<file path="config.mk">
export PLATFORM = sky130hd
export DESIGN_NAME = id_ex_stage_reg_flat
export DESIGN_NICKNAME = d
export VERILOG_FILES = /design/src/rtl/id_ex_stage_reg_if.sv /design/src/rtl/id_ex_stage_reg.sv /design/src/flat_wrapper.sv
export SDC_FILE = /design/constraint.sdc
export NUM_CORES = 1
export LEC_CHECK = 0
export BUFFER_PORTS_ARGS = -buffer_cell sky130_fd_sc_hd__clkbuf_2
export CAP_MARGIN = 25
export CORE_AREA = 2 2 146 148
export DETAILED_ROUTE_END_ITERATION = 10
export DIE_AREA = 0 0 148 150
export SYNTH_ARGS = -nofsm -noshare
export SYNTH_HDL_FRONTEND = slang
export SYNTH_SLANG_ARGS = --single-unit
</file>
<file path="constraint.sdc">
create_clock -name clk -period 1.65 [get_ports clk]
set_input_delay 0.0825 -clock clk [delete_from_list [all_inputs] [get_ports clk]]
set_output_delay 0.0825 -clock clk [all_outputs]
set_load 0.1 [all_outputs]
</file>
<file path="src/rtl/id_ex_stage_reg_if.sv">
// ID/EX stage bundle: decoded D-side fields in, registered E-side fields and
// hazard controls out. The master is the surrounding pipeline; the slave is the stage register.
interface id_ex_stage_reg_if #(parameter int XLEN = 32);
    logic            RegWriteD;
    logic [1:0]      ResultSrcD;
    logic            MemWriteD;
    logic            JumpD;
    logic            BranchD;
    logic [2:0]      ALUControlD;
    logic            ALUSrcD;
    logic [XLEN-1:0] RD1D;
    logic [XLEN-1:0] RD2D;
    logic [XLEN-1:0] PCD;
    logic [XLEN-1:0] ImmExtD;
    logic [XLEN-1:0] PCPlus4D;
    logic [4:0]      Rs1D;
    logic [4:0]      Rs2D;
    logic [4:0]      RdD;
    logic            ValidD;
    logic            PCSrcE;

    logic            RegWriteE;
    logic [1:0]      ResultSrcE;
    logic            MemWriteE;
    logic            JumpE;
    logic            BranchE;
    logic [2:0]      ALUControlE;
    logic            ALUSrcE;
    logic [XLEN-1:0] RD1E;
    logic [XLEN-1:0] RD2E;
    logic [XLEN-1:0] PCE;
    logic [XLEN-1:0] ImmExtE;
    logic [XLEN-1:0] PCPlus4E;
    logic [4:0]      Rs1E;
    logic [4:0]      Rs2E;
    logic [4:0]      RdE;
    logic            ValidE;

    logic            StallF;
    logic            StallD;
    logic            FlushD;
    logic            FlushE;

    modport master (
        output RegWriteD, ResultSrcD, MemWriteD, JumpD, BranchD, ALUControlD, ALUSrcD,
               RD1D, RD2D, PCD, ImmExtD, PCPlus4D, Rs1D, Rs2D, RdD, ValidD, PCSrcE,
        input  RegWriteE, ResultSrcE, MemWriteE, JumpE, BranchE, ALUControlE, ALUSrcE,
               RD1E, RD2E, PCE, ImmExtE, PCPlus4E, Rs1E, Rs2E, RdE, ValidE,
               StallF, StallD, FlushD, FlushE
    );

    modport slave (
        input  RegWriteD, ResultSrcD, MemWriteD, JumpD, BranchD, ALUControlD, ALUSrcD,
               RD1D, RD2D, PCD, ImmExtD, PCPlus4D, Rs1D, Rs2D, RdD, ValidD, PCSrcE,
        output RegWriteE, ResultSrcE, MemWriteE, JumpE, BranchE, ALUControlE, ALUSrcE,
               RD1E, RD2E, PCE, ImmExtE, PCPlus4E, Rs1E, Rs2E, RdE, ValidE,
               StallF, StallD, FlushD, FlushE
    );
endinterface

</file>
<file path="src/rtl/id_ex_stage_reg.sv">
// Decode-to-Execute pipeline register with load-use stall and redirect flush generation.
// E always advances; a stall only freezes F/D upstream while E takes a bubble.
module id_ex_stage_reg #(
    parameter int XLEN = 32
) (
    input logic              clk,
    input logic              rst_n,
    id_ex_stage_reg_if.slave bus
);
    localparam logic [XLEN-1:0] ZERO_W = '0;

    logic lw_stall;
    logic flush_e;

    // A load in E whose result is needed by the real instruction in D; x0 never hazards.
    always_comb begin
        lw_stall = bus.ValidE && (bus.ResultSrcE == 2'b01) && (bus.RdE != 5'd0) &&
                   bus.ValidD && ((bus.Rs1D == bus.RdE) || (bus.Rs2D == bus.RdE));
        flush_e  = lw_stall || bus.PCSrcE;
    end

    assign bus.StallF = lw_stall;
    assign bus.StallD = lw_stall;
    assign bus.FlushD = bus.PCSrcE;
    assign bus.FlushE = flush_e;

    always_ff @(posedge clk or negedge rst_n) begin
        if (!rst_n) begin
            bus.RegWriteE   <= 1'b0;
            bus.ResultSrcE  <= 2'b00;
            bus.MemWriteE   <= 1'b0;
            bus.JumpE       <= 1'b0;
            bus.BranchE     <= 1'b0;
            bus.ALUControlE <= 3'b000;
            bus.ALUSrcE     <= 1'b0;
            bus.RD1E        <= ZERO_W;
            bus.RD2E        <= ZERO_W;
            bus.PCE         <= ZERO_W;
            bus.ImmExtE     <= ZERO_W;
            bus.PCPlus4E    <= ZERO_W;
            bus.Rs1E        <= 5'd0;
            bus.Rs2E        <= 5'd0;
            bus.RdE         <= 5'd0;
            bus.ValidE      <= 1'b0;
        end else if (flush_e) begin
            // Data is cleared along with controls so a bubble is all zeros.
            bus.RegWriteE   <= 1'b0;
            bus.ResultSrcE  <= 2'b00;
            bus.MemWriteE   <= 1'b0;
            bus.JumpE       <= 1'b0;
            bus.BranchE     <= 1'b0;
            bus.ALUControlE <= 3'b000;
            bus.ALUSrcE     <= 1'b0;
            bus.RD1E        <= ZERO_W;
            bus.RD2E        <= ZERO_W;
            bus.PCE         <= ZERO_W;
            bus.ImmExtE     <= ZERO_W;
            bus.PCPlus4E    <= ZERO_W;
            bus.Rs1E        <= 5'd0;
            bus.Rs2E        <= 5'd0;
            bus.RdE         <= 5'd0;
            bus.ValidE      <= 1'b0;
        end else begin
            bus.RegWriteE   <= bus.RegWriteD;
            bus.ResultSrcE  <= bus.ResultSrcD;
            bus.MemWriteE   <= bus.MemWriteD;
            bus.JumpE       <= bus.JumpD;
            bus.BranchE     <= bus.BranchD;
            bus.ALUControlE <= bus.ALUControlD;
            bus.ALUSrcE     <= bus.ALUSrcD;
            bus.RD1E        <= bus.RD1D;
            bus.RD2E        <= bus.RD2D;
            bus.PCE         <= bus.PCD;
            bus.ImmExtE     <= bus.ImmExtD;
            bus.PCPlus4E    <= bus.PCPlus4D;
            bus.Rs1E        <= bus.Rs1D;
            bus.Rs2E        <= bus.Rs2D;
            bus.RdE         <= bus.RdD;
            bus.ValidE      <= bus.ValidD;
        end
    end
endmodule

</file>
<file path="src/flat_wrapper.sv">
// flat-port wrapper written by rule: the top's interface ports become plain ports
module id_ex_stage_reg_flat 
#(
    parameter int XLEN = 32
)
  (clk, rst_n, bus_RegWriteD, bus_ResultSrcD, bus_MemWriteD, bus_JumpD, bus_BranchD, bus_ALUControlD, bus_ALUSrcD, bus_RD1D, bus_RD2D, bus_PCD, bus_ImmExtD, bus_PCPlus4D, bus_Rs1D, bus_Rs2D, bus_RdD, bus_ValidD, bus_PCSrcE, bus_RegWriteE, bus_ResultSrcE, bus_MemWriteE, bus_JumpE, bus_BranchE, bus_ALUControlE, bus_ALUSrcE, bus_RD1E, bus_RD2E, bus_PCE, bus_ImmExtE, bus_PCPlus4E, bus_Rs1E, bus_Rs2E, bus_RdE, bus_ValidE, bus_StallF, bus_StallD, bus_FlushD, bus_FlushE);
  id_ex_stage_reg_if #(.XLEN(XLEN)) bus_i ();
  input logic clk;
  input logic rst_n;
  input wire logic [$bits(bus_i.RegWriteD)-1:0] bus_RegWriteD;
  input wire logic [$bits(bus_i.ResultSrcD)-1:0] bus_ResultSrcD;
  input wire logic [$bits(bus_i.MemWriteD)-1:0] bus_MemWriteD;
  input wire logic [$bits(bus_i.JumpD)-1:0] bus_JumpD;
  input wire logic [$bits(bus_i.BranchD)-1:0] bus_BranchD;
  input wire logic [$bits(bus_i.ALUControlD)-1:0] bus_ALUControlD;
  input wire logic [$bits(bus_i.ALUSrcD)-1:0] bus_ALUSrcD;
  input wire logic [$bits(bus_i.RD1D)-1:0] bus_RD1D;
  input wire logic [$bits(bus_i.RD2D)-1:0] bus_RD2D;
  input wire logic [$bits(bus_i.PCD)-1:0] bus_PCD;
  input wire logic [$bits(bus_i.ImmExtD)-1:0] bus_ImmExtD;
  input wire logic [$bits(bus_i.PCPlus4D)-1:0] bus_PCPlus4D;
  input wire logic [$bits(bus_i.Rs1D)-1:0] bus_Rs1D;
  input wire logic [$bits(bus_i.Rs2D)-1:0] bus_Rs2D;
  input wire logic [$bits(bus_i.RdD)-1:0] bus_RdD;
  input wire logic [$bits(bus_i.ValidD)-1:0] bus_ValidD;
  input wire logic [$bits(bus_i.PCSrcE)-1:0] bus_PCSrcE;
  output wire logic [$bits(bus_i.RegWriteE)-1:0] bus_RegWriteE;
  output wire logic [$bits(bus_i.ResultSrcE)-1:0] bus_ResultSrcE;
  output wire logic [$bits(bus_i.MemWriteE)-1:0] bus_MemWriteE;
  output wire logic [$bits(bus_i.JumpE)-1:0] bus_JumpE;
  output wire logic [$bits(bus_i.BranchE)-1:0] bus_BranchE;
  output wire logic [$bits(bus_i.ALUControlE)-1:0] bus_ALUControlE;
  output wire logic [$bits(bus_i.ALUSrcE)-1:0] bus_ALUSrcE;
  output wire logic [$bits(bus_i.RD1E)-1:0] bus_RD1E;
  output wire logic [$bits(bus_i.RD2E)-1:0] bus_RD2E;
  output wire logic [$bits(bus_i.PCE)-1:0] bus_PCE;
  output wire logic [$bits(bus_i.ImmExtE)-1:0] bus_ImmExtE;
  output wire logic [$bits(bus_i.PCPlus4E)-1:0] bus_PCPlus4E;
  output wire logic [$bits(bus_i.Rs1E)-1:0] bus_Rs1E;
  output wire logic [$bits(bus_i.Rs2E)-1:0] bus_Rs2E;
  output wire logic [$bits(bus_i.RdE)-1:0] bus_RdE;
  output wire logic [$bits(bus_i.ValidE)-1:0] bus_ValidE;
  output wire logic [$bits(bus_i.StallF)-1:0] bus_StallF;
  output wire logic [$bits(bus_i.StallD)-1:0] bus_StallD;
  output wire logic [$bits(bus_i.FlushD)-1:0] bus_FlushD;
  output wire logic [$bits(bus_i.FlushE)-1:0] bus_FlushE;
  assign bus_i.RegWriteD = bus_RegWriteD;
  assign bus_i.ResultSrcD = bus_ResultSrcD;
  assign bus_i.MemWriteD = bus_MemWriteD;
  assign bus_i.JumpD = bus_JumpD;
  assign bus_i.BranchD = bus_BranchD;
  assign bus_i.ALUControlD = bus_ALUControlD;
  assign bus_i.ALUSrcD = bus_ALUSrcD;
  assign bus_i.RD1D = bus_RD1D;
  assign bus_i.RD2D = bus_RD2D;
  assign bus_i.PCD = bus_PCD;
  assign bus_i.ImmExtD = bus_ImmExtD;
  assign bus_i.PCPlus4D = bus_PCPlus4D;
  assign bus_i.Rs1D = bus_Rs1D;
  assign bus_i.Rs2D = bus_Rs2D;
  assign bus_i.RdD = bus_RdD;
  assign bus_i.ValidD = bus_ValidD;
  assign bus_i.PCSrcE = bus_PCSrcE;
  assign bus_RegWriteE = bus_i.RegWriteE;
  assign bus_ResultSrcE = bus_i.ResultSrcE;
  assign bus_MemWriteE = bus_i.MemWriteE;
  assign bus_JumpE = bus_i.JumpE;
  assign bus_BranchE = bus_i.BranchE;
  assign bus_ALUControlE = bus_i.ALUControlE;
  assign bus_ALUSrcE = bus_i.ALUSrcE;
  assign bus_RD1E = bus_i.RD1E;
  assign bus_RD2E = bus_i.RD2E;
  assign bus_PCE = bus_i.PCE;
  assign bus_ImmExtE = bus_i.ImmExtE;
  assign bus_PCPlus4E = bus_i.PCPlus4E;
  assign bus_Rs1E = bus_i.Rs1E;
  assign bus_Rs2E = bus_i.Rs2E;
  assign bus_RdE = bus_i.RdE;
  assign bus_ValidE = bus_i.ValidE;
  assign bus_StallF = bus_i.StallF;
  assign bus_StallD = bus_i.StallD;
  assign bus_FlushD = bus_i.FlushD;
  assign bus_FlushE = bus_i.FlushE;
  id_ex_stage_reg #(.XLEN(XLEN)) u_core (.clk(clk), .rst_n(rst_n), .bus(bus_i));
endmodule
</file>
## Word-level counts from Yosys, hierarchy flattened

Cells that the tools add are included.

| word-level totals | value |
|---|---|
| logic and storage cells | 42 |
| output and inout bits | 190 |
| register bits after elaboration | 186 |
| input port bits | 189 |

| operators by class | value |
|---|---|
| reductions and logical operators | 7 |
| muxes and demuxes | 16 |
| eq/ne operators | 3 |

Operators by type and width:

| cell | number |
|---|---|
| 2-to-1 mux 32 bit | 5 |
| 2-to-1 mux 5 bit | 3 |
| equality test 5 bit | 2 |
| 2-to-1 mux 1 bit | 6 |
| nonzero test 5 bit | 1 |
| logical AND 1 bit | 4 |
| 2-to-1 mux 3 bit | 1 |
| equality test 2 x 1 -> 1 bit, second input constant | 1 |
| logical OR 1 bit | 2 |
| 2-to-1 mux 2 bit | 1 |

## Longest topological paths before layout

Gate-level depths: netlist of the first run.

| depth | value |
|---|---|
| depth in word-level cells | 7 |
| mapped depth | 6 |

## Worst setup path before layout of the first run

Ideal clock, no wire load.

| timing | value |
|---|---|
| path type | flip-flop to output port |
| start | reg u_core.bus.RdE[3] (netlist bit) |
| end | out bus_StallF |
| data arrival time | 2.931 ns |
| setup slack | -1.364 ns |
| buffers on the path | 2 |
| cell stages (with the launch flop) | 6 |
| cell sequence | dfrtp_1 -> nor3_1 -> a21oi_2 -> clkbuf_1 -> and2_1 -> buf_4 |

| on the way | value |
|---|---|
| longest elaborated chain between the ends | 4 |

Ends and longest elaborated chain:

| element | line | source |
|---|---|---|
| from (decl) | id_ex_stage_reg_if.sv:56 | `RD1E, RD2E, PCE, ImmExtE, PCPlus4E, Rs1E, Rs2E, RdE, ValidE,` |
| from (signal assigned) | id_ex_stage_reg.sv:78 | `bus.RdE <= bus.RdD;` |
| nonzero test 5 bit | id_ex_stage_reg.sv:17 | `lw_stall = bus.ValidE && (bus.ResultSrcE == 2'b01) && (bus.RdE != 5'd0) &&` |
| logical AND 1 bit (2 in a row) | id_ex_stage_reg.sv:17 |  |
| logical AND 1 bit * | id_ex_stage_reg.sv:18 | `bus.ValidD && ((bus.Rs1D == bus.RdE) \|\| (bus.Rs2D == bus.RdE));` |
| to (decl) | flat_wrapper.sv:43 | `output wire logic [$bits(bus_i.StallF)-1:0] bus_StallF;` |

Every way passes the cells marked *; elsewhere a longest branch is shown, timed or not.

## Worst setup path after layout of the first run

| timing | value |
|---|---|
| start | reg u_core.bus.RdE[3] (netlist bit) |
| end | out bus_StallD |

| on the way | value |
|---|---|
| longest elaborated chain between the ends | 4 |

Ends and longest elaborated chain:

| element | line | source |
|---|---|---|
| nonzero test 5 bit | id_ex_stage_reg.sv:17 |  |
| logical AND 1 bit (2 in a row) | id_ex_stage_reg.sv:17 |  |
| logical AND 1 bit * | id_ex_stage_reg.sv:18 |  |
| to (decl) | flat_wrapper.sv:44 | `output wire logic [$bits(bus_i.StallD)-1:0] bus_StallD;` |

Marked as above.

==> results of run 1 <==
-- logic make-up after synthesis --
kind of cell	after synthesis
compound gates	189
flops	186
simple gates	194
buf+inv	62
xor+xnor	10
-- worst paths after layout --
check	start	endpoint	slack [ns]	depth (start not counted)
worst max-delay path	u_core.bus.RdE[3]$_DFF_PN0_	bus_StallD	-0.33	6
worst min-delay path	rst_n	u_core.bus.ImmExtE[9]$_DFF_PN0_	0.20	2
worst max register to register	u_core.bus.RdE[3]$_DFF_PN0_	u_core.bus.PCPlus4E[16]$_DFF_PN0_	-0.07	7
worst min register to register	u_core.bus.ValidE$_DFF_PN0_	u_core.bus.Rs2E[2]$_DFF_PN0_	1.05	5
max in group asynchronous	rst_n	u_core.bus.ResultSrcE[0]$_DFF_PN0_	0.81	3
min in group clk	bus_PCSrcE	u_core.bus.PCE[30]$_DFF_PN0_	0.27	3
-- per-layer routing --
metal	up-vias	track usage, %	part of all wire [%]
met5	-	0	0
met4	0	7.19	2.5
met3	49	5.58	5.3
met2	243	39.4	55
met1	3332	24.5	38
li1	3226	-	-
-- power by group through the flow --
stage	Clock, µW	Combinational (µW)	Sequential, µW
global placement	0	2990	4950
floorplan	0	454	6680
finish	4000	3460	4870
global route	4300	3600	4890
detailed placement	0	3000	4950
CTS	4100	3390	4870
-- placed cells by master, fill, tap and decap left out, types with 2 or more instances in the layout --
master and n:
clkbuf_2 373, dlygate4sd3_1 187, nand2b_1 186, a21oi_1 183, dfrtp_1 178, clkbuf_16 22
buf_4 22, buf_12 16, xnor2_2 9, buf_6 6, dfrtp_4 6, inv_6 5
inv_8 4, a21oi_2 3, nand3_2 2, clkinv_2 2, clkinv_4 2, dfrtp_2 2
-- through the flow --
| step | cell area [µm²] | TNS [ns] |
|---|---|---|
| 2_1_floorplan | 7260 | -5.39 |
| 3_3_place_gp | 9640 | 0 |
| 3_5_place_dp | 9640 | 0 |
| 4_1_cts | 12200 | -1.01 |
| 5_1_grt | 12400 | -13.95 |
| 6_report | 12400 | -5.31 |
-- worst register-to-register path: stages, from the launching register on --
cell	delay, ns
dfrtp_4	0.52
xnor2_2	0.17
nand2_1	0.12
o22ai_4	0.18
buf_12	0.13
buf_4	0.20
clkbuf_16	0.20
a21oi_1	0.07
-- repair_timing --
item | 4_1_cts | 5_1_grt
resized for setup | 16 | 9
gates cloned | 0 | 6
pin swaps | 4 | 1
endpoints found under the hold margin | 229 | 0
hold buffers | 187 | 0
endpoints found under the setup margin | 8 | 187
setup buffers | 7 | 0
-- flip-flops by register name, indices dropped and copies added (netlist names), 3 cells and up --
register and flops:
u_core.bus.PCPlus4E 32, u_core.bus.Rs1E 5, u_core.bus.RD2E 32, u_core.bus.PCE 32
u_core.bus.ImmExtE 32, u_core.bus.Rs2E 5, u_core.bus.ALUControlE 3, u_core.bus.RD1E 32
u_core.bus.RdE 5
-- cell type report --
type | instances | area (µm²)
well taps | 275 | 344
flip-flops and latches | 186 | 4680
clock inverters | 14 | 124
clock buffers | 18 | 439
fillers | 1697 | 8310
multi-input cells | 393 | 2360
repair buffers | 610 | 4430
==> results.py, run 1 <==
metrics = {
    "run_status": {
        "outcome": "finished, violations left",
        "violations": "negative setup slack",
    },
    "critical_path": {
        "slowest_stage": "dfrtp_4",
        "critPathLaunchType": "register",
        "arrival_ns": 1.90,
        "max_stage_delay_ns": 0.52,
        "worstPathRequired_ns": 1.57,
        "cp_common_cell": "buf_12",
        "endpoint_kind": "output port",
        "crit_chain": "xnor2_2, nand2_1, o22ai_4, buf_12, and2_4, buf_12",
        "crit_fanout": 4,
        "cp.buffers_inverters": 2,
        "crit_family": "flip-flops",
        "worstSetupPathType": "register to output port",
    },
    "global_routing": {
        "overflow": 0,
        "grt_pass1_wl_mm": 37.3,
        "grt_max_degree": 61,
        "grt_use_total_pct": 21.5,
        "antenna_found_initial": 0,
        "grt_pass1_vias": 7120,
    },
    "pwr": {
        "combinationalPowerShare_pct": 28.1,
        "p_int_uw": 7770,
        "p_sw_share_pct": 37.0,
        "switching_power_uw": 4560,
        "power.density_nw_per_um2": 996,
        "leakagePower_uw": 0.00632,
        "sequentialPowerShare_pct": 39.5,
        "vdd_ir_drop_max_uv": 656,
        "power_uw": 12300,
        "p_clk_share_pct": 32.4,
    },
    "detailed_routing": {
        "ant_nets": 0,
        "viasPerCell": 4.58,
        "route.detailed.drc": 0,
        "drt-wirelength-per-cell_um": 16.9,
        "via_count": 6850,
        "drt_iter0_drc": 268,
        "wl_mm": 25.2,
        "first_pass_iters": 5,
    },
    "synth": {
        "synth_seq_area_share_pct": 64.8,
        "synthArstFlopShare_pct": 100,
        "synth_compound_area_share_pct": 13.4,
        "synth_cell_types": 16,
        "synthAdderAreaFrac_pct": 0,
        "synth_xor_area_share_pct": 1.22,
        "ys.flop_type": "dfrtp_1",
        "synth.top_cell.area_share_pct": 64.8,
        "synth-simple-area-share_pct": 16.8,
        "synth_largest_area_cell": "dfrtp_1",
        "avgSynthCellArea_um2": 11.2,
        "syn_nets": 830,
        "synth_top_family_by_area": "simple AND/OR/NAND/NOR gates",
        "yosys-top-cells-area": "dfrtp_1 (65%), nand2b_1 (16%), a21oi_1 (13%)",
        "yosys_warnings": 0,
        "synth_seq_cells": 186,
        "muxShareOfSynthArea_pct": 0,
        "ys_top_cells_by_count": "a21oi_1 (186), dfrtp_1 (186), nand2b_1 (186), clkbuf_1 (33), buf_2 (25)",
        "syn_inst": 641,
        "synth_edf_count": 0,
        "syn_area_um2": 7190,
    },
    "die": {
        "die_h_um": 150,
        "core_um2": 20700,
        "initial_utilization_pct": 34.7,
        "rows": 53,
        "die_w_um": 148,
        "ios": 379,
        "dieArea_um2": 22200,
    },
    "timing": {
        "whs_ns": 0.199,
        "timing.final.crit_share_pct": 120,
        "final-setup-viol-count": 112,
        "finalWorstSetupSlack_ns": -0.335,
        "clock_skew_ns": 0.00976,
        "fin_crit_ns": 1.98,
        "worstMarginPinSlew_ns": 0.596,
        "slew_headroom_pct": 60.4,
        "fmax_mhz": 504,
        "hold_violations": 0,
        "drv_slew": 0,
        "rsz0062_at_grt": "true",
    },
    "clock_tree": {
        "clk_latency_ns": 0.43,
        "cts_num_sinks": 186,
        "h-tree-depth": 4,
        "clk_pin_slew_worst_paths_ns": 0.08,
        "clock_tree.buffer_depth": 2,
        "cts_root_buf": "clkbuf_16",
        "numCtsBuffers": 17,
        "tritoncts": "yes",
    },
    "finish": {
        "layout.cells.non_filler": 1496,
        "final_nets": 1397,
        "antennaDiodeCount": 0,
        "drive_above_1_share_pct": 39.5,
        "syn2layout_area_growth_pct": 72.3,
        "final_util_pct": 59.8,
    },
    "placement": {
        "numPortBuffers": 378,
        "place_congestion": 0.791,
        "place_worst_setup_slack_ns": 0.000302,
        "dp.cells": 1265,
        "place_hpwl_mm": 15.9,
    },
    "run": {
        "drv_cap": 0,
    },
    "min_path": {
        "min_path_type": "primary input to asynchronous set/reset pin",
    },
}
Power figures use the tool's default switching activity.
==> run 2: changes to the inputs <==
--- a/config.mk
+++ b/config.mk
@@ -5,11 +5,13 @@
 export SDC_FILE = /design/constraint.sdc
 export NUM_CORES = 1
 export LEC_CHECK = 0
+export ABC_AREA = 1
 export BUFFER_PORTS_ARGS = -buffer_cell sky130_fd_sc_hd__clkbuf_2
 export CAP_MARGIN = 25
-export CORE_AREA = 2 2 146 148
+export CORE_MARGIN = 2
+export CORE_UTILIZATION = 30
 export DETAILED_ROUTE_END_ITERATION = 10
-export DIE_AREA = 0 0 148 150
+export SKIP_LAST_GASP = 1
 export SYNTH_ARGS = -nofsm -noshare
 export SYNTH_HDL_FRONTEND = slang
 export SYNTH_SLANG_ARGS = --single-unit
==> run 2 against run 1 <==
The run still ends with negative setup slack left. Sequential cell count stayed put. Final area is 1.5% higher. Clock power is 2% higher. Die area is 1.5% higher. Critical path depth is 3 higher. Critical path type unchanged.
==> results.py, run 2 <==
metrics = {
    "critical_path": {
        "crit_fanout": 5,
        "cp-endpoint": "bus_FlushE",
        "arrival_ns": 1.82,
        "worstPathRequired_ns": 1.57,
        "rr_endpoint": "u_core.bus.PCPlus4E[0]$_DFF_PN0_",
        "r2r_cells": 12,
        "reg2reg_from": "u_core.bus.RdE[0]$_DFF_PN0_",
        "worstSetupStartpoint": "u_core.bus.RdE[0]$_DFF_PN0_",
        "endpoint_kind": "output port",
        "critPathLaunchType": "register",
        "worstSetupPathType": "register to output port",
        "ff2ff_setup_slack_ns": -0.24,
    },
    "die": {
        "ios": 379,
        "core_um2": 21000,
        "rows": 53,
        "die_h_um": 150,
        "dieArea_um2": 22500,
        "initial_utilization_pct": 30.5,
        "die_w_um": 150,
    },
    "finish": {
        "fillers": 1630,
        "final_util_pct": 59.8,
        "drive_above_1_share_pct": 50.7,
        "ff_latch_area_um2": 4680,
        "final_common_cell": "clkbuf_2",
        "final_cell_mix": "clkbuf_2 (374), inv_1 (189), dlygate4sd3_1 (187)",
        "multi_input_area_um2": 1540,
        "final_nets": 1429,
        "syn2layout_area_growth_pct": 96.1,
        "layout.cells.non_filler": 1529,
    },
    "synth": {
        "ys_top_cells_by_count": "nor2_1 (194), inv_1 (193), dfrtp_1 (186), nand2_1 (24), buf_4 (17)",
        "synth_edf_count": 0,
        "ys.flop_type": "dfrtp_1",
        "synth_seq_area_share_pct": 72.6,
        "synth_cell_types": 11,
        "syn_inst": 629,
        "synthArstFlopShare_pct": 100,
        "syn_area_um2": 6410,
        "avgSynthCellArea_um2": 10.2,
        "synth_largest_area_cell": "dfrtp_1",
        "synth_seq_cells": 186,
        "synth.top_cell.area_share_pct": 72.6,
        "yosys_warnings": 0,
        "yosys-top-cells-area": "dfrtp_1 (73%), nor2_1 (11%), inv_1 (11%)",
        "syn_nets": 818,
        "synth.most_common_cell": "nor2_1",
    },
    "run_status": {
        "violations": "negative setup slack",
        "outcome": "finished, violations left",
    },
    "timing": {
        "finalWorstSetupSlack_ns": -0.257,
        "worstMarginPinSlew_ns": 0.588,
        "clock_skew_ns": 0.0103,
        "slew_headroom_pct": 61.0,
        "fin_crit_ns": 1.91,
        "fin_tns_setup_ns": -24.34,
        "drv_slew": 0,
        "timing.final.crit_share_pct": 116,
        "hold_violations": 0,
        "rsz0062_at_grt": "true",
        "fmax_mhz": 524,
        "final-setup-viol-count": 158,
        "whs_ns": 0.167,
    },
    "global_routing": {
        "antenna_found_initial": 0,
        "grt_use_total_pct": 17.6,
        "grt_max_degree": 60,
        "overflow": 0,
        "grt_pass1_wl_mm": 30.6,
        "grt_pass1_vias": 6352,
    },
    "detailed_routing": {
        "wl_mm": 23.8,
        "ant_nets": 0,
        "first_pass_iters": 6,
        "drt_iter0_drc": 177,
        "drt-wirelength-per-cell_um": 15.6,
        "viasPerCell": 4.11,
        "via_count": 6286,
        "route.detailed.drc": 0,
    },
    "clock_tree": {
        "clk_pin_slew_worst_paths_ns": 0.07,
        "cts_root_buf": "clkbuf_16",
        "clk_latency_ns": 0.42,
        "cts_num_sinks": 186,
        "h-tree-depth": 4,
        "tritoncts": "yes",
        "numCtsBuffers": 17,
        "clock_tree.buffer_depth": 2,
    },
    "pwr": {
        "leakagePower_uw": 0.00705,
        "power_uw": 12500,
        "vdd_ir_drop_max_uv": 627,
        "power.density_nw_per_um2": 993,
    },
    "placement": {
        "place_congestion": 0.772,
        "dp.cells": 1280,
        "place_hpwl_mm": 13.2,
        "numPortBuffers": 378,
    },
    "min_path": {
        "min_path_type": "primary input to register",
    },
    "run": {
        "drv_cap": 0,
    },
}
[run 2: how the worst min path moves through the flow]
stage,start,end,cells past startpoint
2_1_floorplan,rst_n,u_core.bus.ALUControlE[0]$_DFF_PN0_,0
3_3_place_gp,rst_n,u_core.bus.PCE[23]$_DFF_PN0_,1
3_5_place_dp,rst_n,u_core.bus.PCE[23]$_DFF_PN0_,1
4_1_cts,bus_PCSrcE,u_core.bus.ResultSrcE[0]$_DFF_PN0_,4
5_1_grt,bus_PCSrcE,u_core.bus.ResultSrcE[0]$_DFF_PN0_,4
6_report,bus_PCSrcE,u_core.bus.ResultSrcE[0]$_DFF_PN0_,4
[run 2: per-layer routing]
layer	vias up	wire length, µm	GRT usage [%]
met4	0	512	6.42
li1	2925	-	-
met1	3035	8740	18.4
met3	37	1880	6.06
met5	-	0	0
met2	289	12700	32.4
[run 2: timing repair]
action | CTS | global route
pin swaps | 3 | 4
resized for setup | 4 | 239
setup buffers | 2 | 6
hold buffers | 187 | 0
cloned | 1 | 21
setup endpoints to repair | 5 | 159
endpoints found under the hold margin | 237 | 0
[run 2: cell families after synthesis]
logic type             after synthesis  synth area share (%)
AND/OR/NAND/NOR                    223                  13.2
XOR/XNOR                             2                 0.273
buffers and inverters              218                  13.9
flip-flops                         186                  72.6
[run 2: through the flow]
step / setup WS (ns) / area [µm²]
global route: -0.356 / 12600
global placement: 0.0271 / 8820
finish: -0.257 / 12600
detailed placement: 0.00364 / 8820
floorplan: -0.273 / 6450
CTS: -0.295 / 11300
[run 2: layout make-up]
type | instances | area share (%)
inverters | 196 | 5.91
flip-flops and latches | 186 | 37.2
well taps | 275 | 2.74
clock buffers | 19 | 3.53
repair buffers | 613 | 37.3
diodes | 1 | 0.0199
multi-input cells | 226 | 12.2
clock inverters | 13 | 1.09
[run 2: power breakdown]
| group | leakage, µW | total [µW] | internal (µW) | switching (µW) |
|---|---|---|---|---|
| combinational | 0.00439 | 3510 | 947 | 2560 |
| sequential | 0.00239 | 4870 | 4790 | 82.2 |
| clock | 0.000274 | 4090 | 2180 | 1920 |
| total | 0.00705 | 12500 | 7910 | 4560 |
[run 2: worst max-delay path, cell delays in order, from the launching register on]
cell and delay, ns:
dfrtp_4 0.51, nor2_2 0.10, nor2_2 0.05, nor2_1 0.08, nand3_1 0.09, nand2_2 0.10, nand2_4 0.06, buf_12 0.13
nand2_8 0.10, buf_12 0.18
